File: config.mk
export PLATFORM = sky130hd
export DESIGN_NAME = p1v_reset_seq_flat
export DESIGN_NICKNAME = d
export VERILOG_FILES = /design/src/rtl/p1v_reset_seq_if.sv /design/src/rtl/p1v_reset_seq.sv /design/src/flat_wrapper.sv
export SDC_FILE = /design/constraint.sdc
export NUM_CORES = 1
export LEC_CHECK = 0
export CORE_ASPECT_RATIO = 1.75
export CORE_MARGIN = 2
export CORE_UTILIZATION = 57
export DETAILED_ROUTE_END_ITERATION = 10
export HOLD_SLACK_MARGIN = 0.15
export PLACE_DENSITY = 0.78
export SKIP_CTS_REPAIR_TIMING = 1
export SYNTH_ARGS = -nofsm -noshare
export SYNTH_HDL_FRONTEND = slang
export SYNTH_SLANG_ARGS = --single-unit
File: constraint.sdc
create_clock -name clk_cog -period 5.9 [get_ports clk_cog]
set_clock_uncertainty 0.15 [all_clocks]
set_input_delay 0.885 -clock clk_cog [delete_from_list [all_inputs] [get_ports clk_cog]]
set_output_delay 0.885 -clock clk_cog [all_outputs]
set_load 0.05 [all_outputs]
File: src/rtl/p1v_reset_seq_if.sv
// Control/status bundle between the P1V reset sequencer and its controller.
// master drives the requests and observes the resets; slave is the sequencer.
interface p1v_reset_seq_if #(
    parameter int unsigned N_OUT = 4,
    parameter int unsigned WDT_W = 24
);
    logic             sw_reset;
    logic             wdt_en;
    logic             wdt_kick;
    logic [WDT_W-1:0] wdt_limit;
    logic [N_OUT-1:0] nres_out;
    logic             busy;
    logic [1:0]       reset_cause;

    modport master (
        output sw_reset, wdt_en, wdt_kick, wdt_limit,
        input  nres_out, busy, reset_cause
    );

    modport slave (
        input  sw_reset, wdt_en, wdt_kick, wdt_limit,
        output nres_out, busy, reset_cause
    );
endinterface

File: src/rtl/p1v_reset_seq.sv
// P1V reset sequencer: stretches the pin reset, adds software and watchdog reset
// sources, and releases N_OUT active-low resets in staggered order.
module p1v_reset_seq #(
    parameter int unsigned SYNC_STAGES = 2,
    parameter int unsigned CNT_W       = 24,
    parameter int unsigned HOLD_CYCLES = 1000000,
    parameter int unsigned N_OUT       = 4,
    parameter int unsigned STAGGER     = 16,
    parameter int unsigned WDT_W       = 24
) (
    input  logic           clk_cog,
    input  logic           inp_resn,
    p1v_reset_seq_if.slave rs
);

    localparam int unsigned LAST_REL = STAGGER * (N_OUT - 1);
    localparam int unsigned CNT_NEED = (HOLD_CYCLES > LAST_REL) ? HOLD_CYCLES : LAST_REL;

    localparam logic [CNT_W-1:0] HOLD_LAST = CNT_W'(HOLD_CYCLES - 1);
    localparam logic [CNT_W-1:0] REL_LAST  = CNT_W'(LAST_REL);
    localparam logic [CNT_W-1:0] CNT_ONE   = CNT_W'(1);
    localparam logic [WDT_W-1:0] WDT_ONE   = WDT_W'(1);

    generate
        if (SYNC_STAGES < 2) begin : g_bad_sync
            $error("p1v_reset_seq: SYNC_STAGES must be at least 2");
        end
        if (HOLD_CYCLES < 1) begin : g_bad_hold
            $error("p1v_reset_seq: HOLD_CYCLES must be at least 1");
        end
        if (STAGGER < 1) begin : g_bad_stagger
            $error("p1v_reset_seq: STAGGER must be at least 1");
        end
        if (N_OUT < 1 || N_OUT > 8) begin : g_bad_nout
            $error("p1v_reset_seq: N_OUT must be in 1..8");
        end
        if (64'(CNT_NEED) >= (64'd1 << CNT_W)) begin : g_bad_cntw
            $error("p1v_reset_seq: CNT_W too narrow for HOLD_CYCLES / stagger span");
        end
    endgenerate

    typedef enum logic [1:0] {
        S_HOLD,
        S_RELEASE,
        S_RUN
    } state_t;

    typedef enum logic [1:0] {
        CAUSE_PIN = 2'b00,
        CAUSE_SW  = 2'b01,
        CAUSE_WDT = 2'b10
    } cause_t;

    state_t             state;
    cause_t             cause_q;
    logic [CNT_W-1:0]   cnt;
    logic [WDT_W-1:0]   wdt_cnt;
    logic [N_OUT-1:0]   nres_q;
    logic               busy_q;

    logic [SYNC_STAGES-1:0] sync_q;
    logic                   rst_ok;

    logic [CNT_W-1:0]   cnt_inc;
    logic [N_OUT-1:0]   rel_mask;
    logic               wdt_active;
    logic               wdt_fire;

    // rst_ok sits one flop past the chain so it rises SYNC_STAGES clocks after
    // the first edge that sees inp_resn high.
    always_ff @(posedge clk_cog or negedge inp_resn) begin
        if (!inp_resn) begin
            sync_q <= '0;
            rst_ok <= 1'b0;
        end else begin
            sync_q <= {sync_q[SYNC_STAGES-2:0], 1'b1};
            rst_ok <= sync_q[SYNC_STAGES-1];
        end
    end

    always_comb begin
        cnt_inc  = cnt + CNT_ONE;
        rel_mask = '0;
        for (int unsigned i = 0; i < N_OUT; i++) begin
            rel_mask[i] = (cnt_inc == CNT_W'(STAGGER * i));
        end
    end

    // Comparing with >= lets a lowered wdt_limit fire at once instead of being
    // skipped past by a count that already exceeds it.
    always_comb begin
        wdt_active = (state == S_RUN) && rs.wdt_en && (rs.wdt_limit != '0);
        wdt_fire   = wdt_active && !rs.wdt_kick && (wdt_cnt >= (rs.wdt_limit - WDT_ONE));
    end

    always_ff @(posedge clk_cog or negedge inp_resn) begin
        if (!inp_resn) begin
            state   <= S_HOLD;
            cause_q <= CAUSE_PIN;
            cnt     <= '0;
            wdt_cnt <= '0;
            nres_q  <= '0;
            busy_q  <= 1'b1;
        end else begin
            case (state)
                S_HOLD: begin
                    wdt_cnt <= '0;
                    if (!rst_ok || rs.sw_reset) begin
                        cnt <= '0;
                    end else if (cnt == HOLD_LAST) begin
                        cnt <= '0;
                        if (N_OUT == 1) begin
                            nres_q <= '1;
                            busy_q <= 1'b0;
                            state  <= S_RUN;
                        end else begin
                            nres_q <= N_OUT'(1);
                            state  <= S_RELEASE;
                        end
                    end else begin
                        cnt <= cnt_inc;
                    end
                end

                S_RELEASE: begin
                    wdt_cnt <= '0;
                    if (rs.sw_reset) begin
                        state   <= S_HOLD;
                        cause_q <= CAUSE_SW;
                        cnt     <= '0;
                        nres_q  <= '0;
                        busy_q  <= 1'b1;
                    end else begin
                        cnt    <= cnt_inc;
                        nres_q <= nres_q | rel_mask;
                        if (cnt_inc == REL_LAST) begin
                            busy_q <= 1'b0;
                            state  <= S_RUN;
                        end
                    end
                end

                S_RUN: begin
                    if (rs.sw_reset || wdt_fire) begin
                        state   <= S_HOLD;
                        cause_q <= rs.sw_reset ? CAUSE_SW : CAUSE_WDT;
                        cnt     <= '0;
                        wdt_cnt <= '0;
                        nres_q  <= '0;
                        busy_q  <= 1'b1;
                    end else begin
                        nres_q <= '1;
                        busy_q <= 1'b0;
                        if (!wdt_active || rs.wdt_kick) begin
                            wdt_cnt <= '0;
                        end else if (wdt_cnt != '1) begin
                            wdt_cnt <= wdt_cnt + WDT_ONE;
                        end
                    end
                end

                default: begin
                    state   <= S_HOLD;
                    cnt     <= '0;
                    wdt_cnt <= '0;
                    nres_q  <= '0;
                    busy_q  <= 1'b1;
                end
            endcase
        end
    end

    assign rs.nres_out    = nres_q;
    assign rs.busy        = busy_q;
    assign rs.reset_cause = cause_q;

endmodule
File: src/flat_wrapper.sv
// flat-port wrapper written by rule: the top's interface ports become plain ports
module p1v_reset_seq_flat 
#(
    parameter int unsigned SYNC_STAGES = 2,
    parameter int unsigned CNT_W       = 24,
    parameter int unsigned HOLD_CYCLES = 1000000,
    parameter int unsigned N_OUT       = 4,
    parameter int unsigned STAGGER     = 16,
    parameter int unsigned WDT_W       = 24
)
  (clk_cog, inp_resn, rs_sw_reset, rs_wdt_en, rs_wdt_kick, rs_wdt_limit, rs_nres_out, rs_busy, rs_reset_cause);
  p1v_reset_seq_if #(.N_OUT(N_OUT), .WDT_W(WDT_W)) rs_i ();
  input  logic clk_cog;
  input  logic inp_resn;
  input wire logic [$bits(rs_i.sw_reset)-1:0] rs_sw_reset;
  input wire logic [$bits(rs_i.wdt_en)-1:0] rs_wdt_en;
  input wire logic [$bits(rs_i.wdt_kick)-1:0] rs_wdt_kick;
  input wire logic [$bits(rs_i.wdt_limit)-1:0] rs_wdt_limit;
  output wire logic [$bits(rs_i.nres_out)-1:0] rs_nres_out;
  output wire logic [$bits(rs_i.busy)-1:0] rs_busy;
  output wire logic [$bits(rs_i.reset_cause)-1:0] rs_reset_cause;
  assign rs_i.sw_reset = rs_sw_reset;
  assign rs_i.wdt_en = rs_wdt_en;
  assign rs_i.wdt_kick = rs_wdt_kick;
  assign rs_i.wdt_limit = rs_wdt_limit;
  assign rs_nres_out = rs_i.nres_out;
  assign rs_busy = rs_i.busy;
  assign rs_reset_cause = rs_i.reset_cause;
  p1v_reset_seq #(.SYNC_STAGES(SYNC_STAGES), .CNT_W(CNT_W), .HOLD_CYCLES(HOLD_CYCLES), .N_OUT(N_OUT), .STAGGER(STAGGER), .WDT_W(WDT_W)) u_core (.clk_cog(clk_cog), .inp_resn(inp_resn), .rs(rs_i));
endmodule
==> impl_metrics.env <==
export IMPL_ys_seq_area_share_pct=32.35
export IMPL_cts_max_level=3
export IMPL_reg2regPathDepth=7
export IMPL_setup_viol=0
export IMPL_start_kind="primary input"
export IMPL_internal_power_mw=0.8007
export IMPL_clock_fmax_ghz=0.1963
export IMPL_min_period_ps=5094
export IMPL_cp_slowest_cell="nor4_1"
export IMPL_power_share_sequential_pct=38.9
export IMPL_critPathKind="primary input to register"
export IMPL_cp_max_fo=20
export IMPL_rows=43
export IMPL_num_io_pins=36
export IMPL_die_height_um=123.4
export IMPL_ir_drop_v=0.0001409
export IMPL_hold_ws_ps=203.9
export IMPL_synth_ff_type="dfrtp_1"
export IMPL_timing_final_crit_share_pct=86.34
export IMPL_drt_iter0_drc=238
export IMPL_path_cells="clkdlybuf4s50_1 -> nor4_1 -> nand2_1 -> nor3_1 -> nand2_1 -> nor4_1 -> xnor2_1 -> ha_1 -> nand4_1 -> or3_1 -> a311oi_1 -> o32ai_2 -> or2_2 -> o41ai_1"
export IMPL_clk_pin_slew_ps=50
export IMPL_numCtsBuffers=9
export IMPL_synthArstFlopShare_pct=100.0
export IMPL_min_path_cells=0
export IMPL_cp_arrival_ps=5150
export IMPL_place_ws_ps=447.2
export IMPL_n_antenna_cell=0
export IMPL_clockPowerShare_pct=40.5
export IMPL_grt_pass1_wl_mm=19.37
export IMPL_core_um2=7909
export IMPL_drtPass1Iterations=5
export IMPL_ant_nets=0
export IMPL_antenna_found_initial=0
export IMPL_final_core_util_pct=66.82
export IMPL_cpPeakStageDelay_ps=540
export IMPL_relSlewSlack_pct=38.76
export IMPL_worst_pin_slew_ps=895.4
export IMPL_numPortBuffers=35
export IMPL_first_global_vias=4262
export IMPL_num_vias=4200
export IMPL_synth_cell_type_count=66
export IMPL_nNetsFinal=629
export IMPL_routed_wl_mm=11.33
export IMPL_reg2reg_slack_ps=2390
export IMPL_p_sw_mw=0.3498
export IMPL_pwr_share_comb_pct=20.6
export IMPL_clkSinkCount=60
export IMPL_ys_seq_elements=60
export IMPL_place_gp_congestion=0.9355
export IMPL_swShare_pct=30.40
export IMPL_drive_gt1_share_pct=7.168
export IMPL_grt_max_degree=61
export IMPL_rsz0062_at_grt="no"
export IMPL_finalWorstSetupSlack_ps=805.9
export IMPL_status="finished clean"
export IMPL_dp_hpwl_mm=8.564
export IMPL_drc=0
export IMPL_hold_start="u_core.sync_q[0]"
export IMPL_crit_path_end_kind="register"
export IMPL_clockRootBuffer="clkbuf_16"
export IMPL_routedWlPerCell_um=17.12
export IMPL_powerDensity_nw_per_um2=217.7
export IMPL_placed_cell_area_um2=5026
export IMPL_avgSynthCellArea_um2=8.571
export IMPL_detail_route_vias_per_cell=6.344
export IMPL_fin_area_um2=5285
export IMPL_grt_overflow_total=0
export IMPL_grt_total_usage_pct=27.79
export IMPL_maxCapViolCount=0
export IMPL_fp_dieArea_um2=8917
export IMPL_initial_utilization_pct=58.74
export IMPL_yosysWarningCount=0
export IMPL_min_to="u_core.sync_q[1]"
export IMPL_final_hold_viol_count=0
export IMPL_syn_cell_area_um2=4646
export IMPL_die_w_um=72.25
export IMPL_clk_latency_ps=330
export IMPL_synth_nets=603
export IMPL_crit_start="rs_wdt_limit[2]"
export IMPL_syn_to_final_growth_pct=13.76
export IMPL_cts_tree="built"
export IMPL_syn_inst=542
export IMPL_clock_path_buffers=2
export IMPL_reg2reg_from="u_core.cnt[11]"
export IMPL_r2r_end="u_core.cnt[11]"
export IMPL_p_leak_nw=2.110
export IMPL_holdCritPathClass="register to register"
export IMPL_finalSetupTns_ps=0
export IMPL_synth_edff_count=0
export IMPL_drv_slew=0
export IMPL_required_ps=5960
[layout make-up]
class,instances,area (um^2)
clock buffer,10,229.0
clock inverter,5,30.03
fill,648,2624
inverter,13,48.80
multi-input combinational,444,2979
sequential,60,1503
tap,90,112.6
timing repair buffer,40,382.9
[worst max-delay path by stage]
stage	depth (start not counted)	endpoint	slack, ps
2_1_floorplan	14	u_core.cnt[20]	1410
3_3_place_gp	14	u_core.cnt[20]	700
3_5_place_dp	14	u_core.cnt[5]	450
4_1_cts	14	u_core.cnt[5]	800
5_1_grt	14	u_core.cnt[5]	400
6_report	14	u_core.cnt[5]	810
[layer usage]
metal | up-vias | global-route usage [%] | routed length, um
li1 | 2036 | - | -
met1 | 2015 | 27.48 | 4124
met2 | 112 | 52.47 | 6348
met3 | 37 | 4.971 | 407
met4 | 0 | 16.04 | 450
met5 | - | 0 | 0
[power groups by stage]
stage | registers, mW | logic [mW] | clock network, mW
after floorplan | 0.471 | 0.141 | 0
after global placement | 0.453 | 0.231 | 0
after detailed placement | 0.455 | 0.236 | 0
after CTS | 0.448 | 0.237 | 0.476
after global routing | 0.450 | 0.264 | 0.492
final | 0.447 | 0.237 | 0.466
[layout by cell type, fill, tap and decap left out, types with 3 or more instances in the layout]
cell type / Yosys / routed
dfrtp_1: 59 / 59
nor2_1: 57 / 57
nand2_1: 47 / 47
clkdlybuf4s50_1: 0 / 34
ha_1: 32 / 32
o21ai_0: 31 / 31
xnor2_1: 26 / 26
xor2_1: 26 / 26
a21oi_1: 26 / 26
nand3_1: 22 / 22
nand4_1: 19 / 19
nor3_1: 18 / 18
o31ai_1: 15 / 15
inv_1: 13 / 13
nor2b_1: 9 / 9
nand2b_1: 9 / 9
clkbuf_16: 0 / 9
or4_1: 8 / 8
nor4_1: 8 / 8
and3_1: 7 / 7
o41ai_1: 7 / 7
a31oi_1: 6 / 6
o21a_1: 5 / 5
buf_4: 1 / 5
and2_1: 4 / 4
and4b_1: 3 / 3
a21o_1: 3 / 3
and4_1: 3 / 3
mux2i_1: 3 / 3
clkinv_2: 0 / 3
[cell families (layout without fill, tap and decap cells)]
family / Yosys count / count (layout) / synth area share (%)
muxes: 3 / 3 / 0.6464
xor gates and xnor gates: 52 / 52 / 9.803
DFF: 60 / 60 / 32.35
adders and majority gates: 32 / 32 / 8.618
buffers and inverters: 38 / 68 / 3.528
AOI/OAI and AO/OA: 115 / 115 / 16.16
other: 1 / 1 / 0.08072
and+or+nand+nor: 241 / 241 / 28.82
[flip-flops by register name, summed over array words and instances, names as in the netlist]
name / count
u_core.rs.reset_cause: 2
u_core.sync_q: 2
u_core.state: 2
u_core.rst_ok: 1
u_core.cnt: 24
u_core.rs.nres_out: 4
u_core.rs.busy: 1
u_core.wdt_cnt: 24
[synthesized netlist by cell type, drive strengths merged (12+ instances only)]
cell type / number / area, um^2
a21oi: 26 / 130.1
buf: 16 / 81.33
dfrtp: 59 / 1476
ha: 32 / 400.4
inv: 13 / 48.80
nand2: 47 / 176.4
nand3: 22 / 110.1
nand4: 22 / 173.9
nor2: 58 / 220.2
nor3: 20 / 110.1
nor4: 12 / 117.6
o21ai: 33 / 165.2
o31ai: 15 / 112.6
xnor2: 26 / 227.7
xor2: 26 / 227.7
[worst max-delay path: cells and delay by family]
family	cells	cell delay, ps
simple gates	8	2510
xor+xnor	1	120
fa+ha+maj	1	310
buf+inv	1	480
compound gates	3	840
[through the flow]
stage	cells	total power [mW]
finish	662	1.150
global route	662	1.206
CTS	662	1.161
detailed placement	647	0.6911
global placement	647	0.6838
floorplan	542	0.6118
Power figures use the tool's default switching activity.
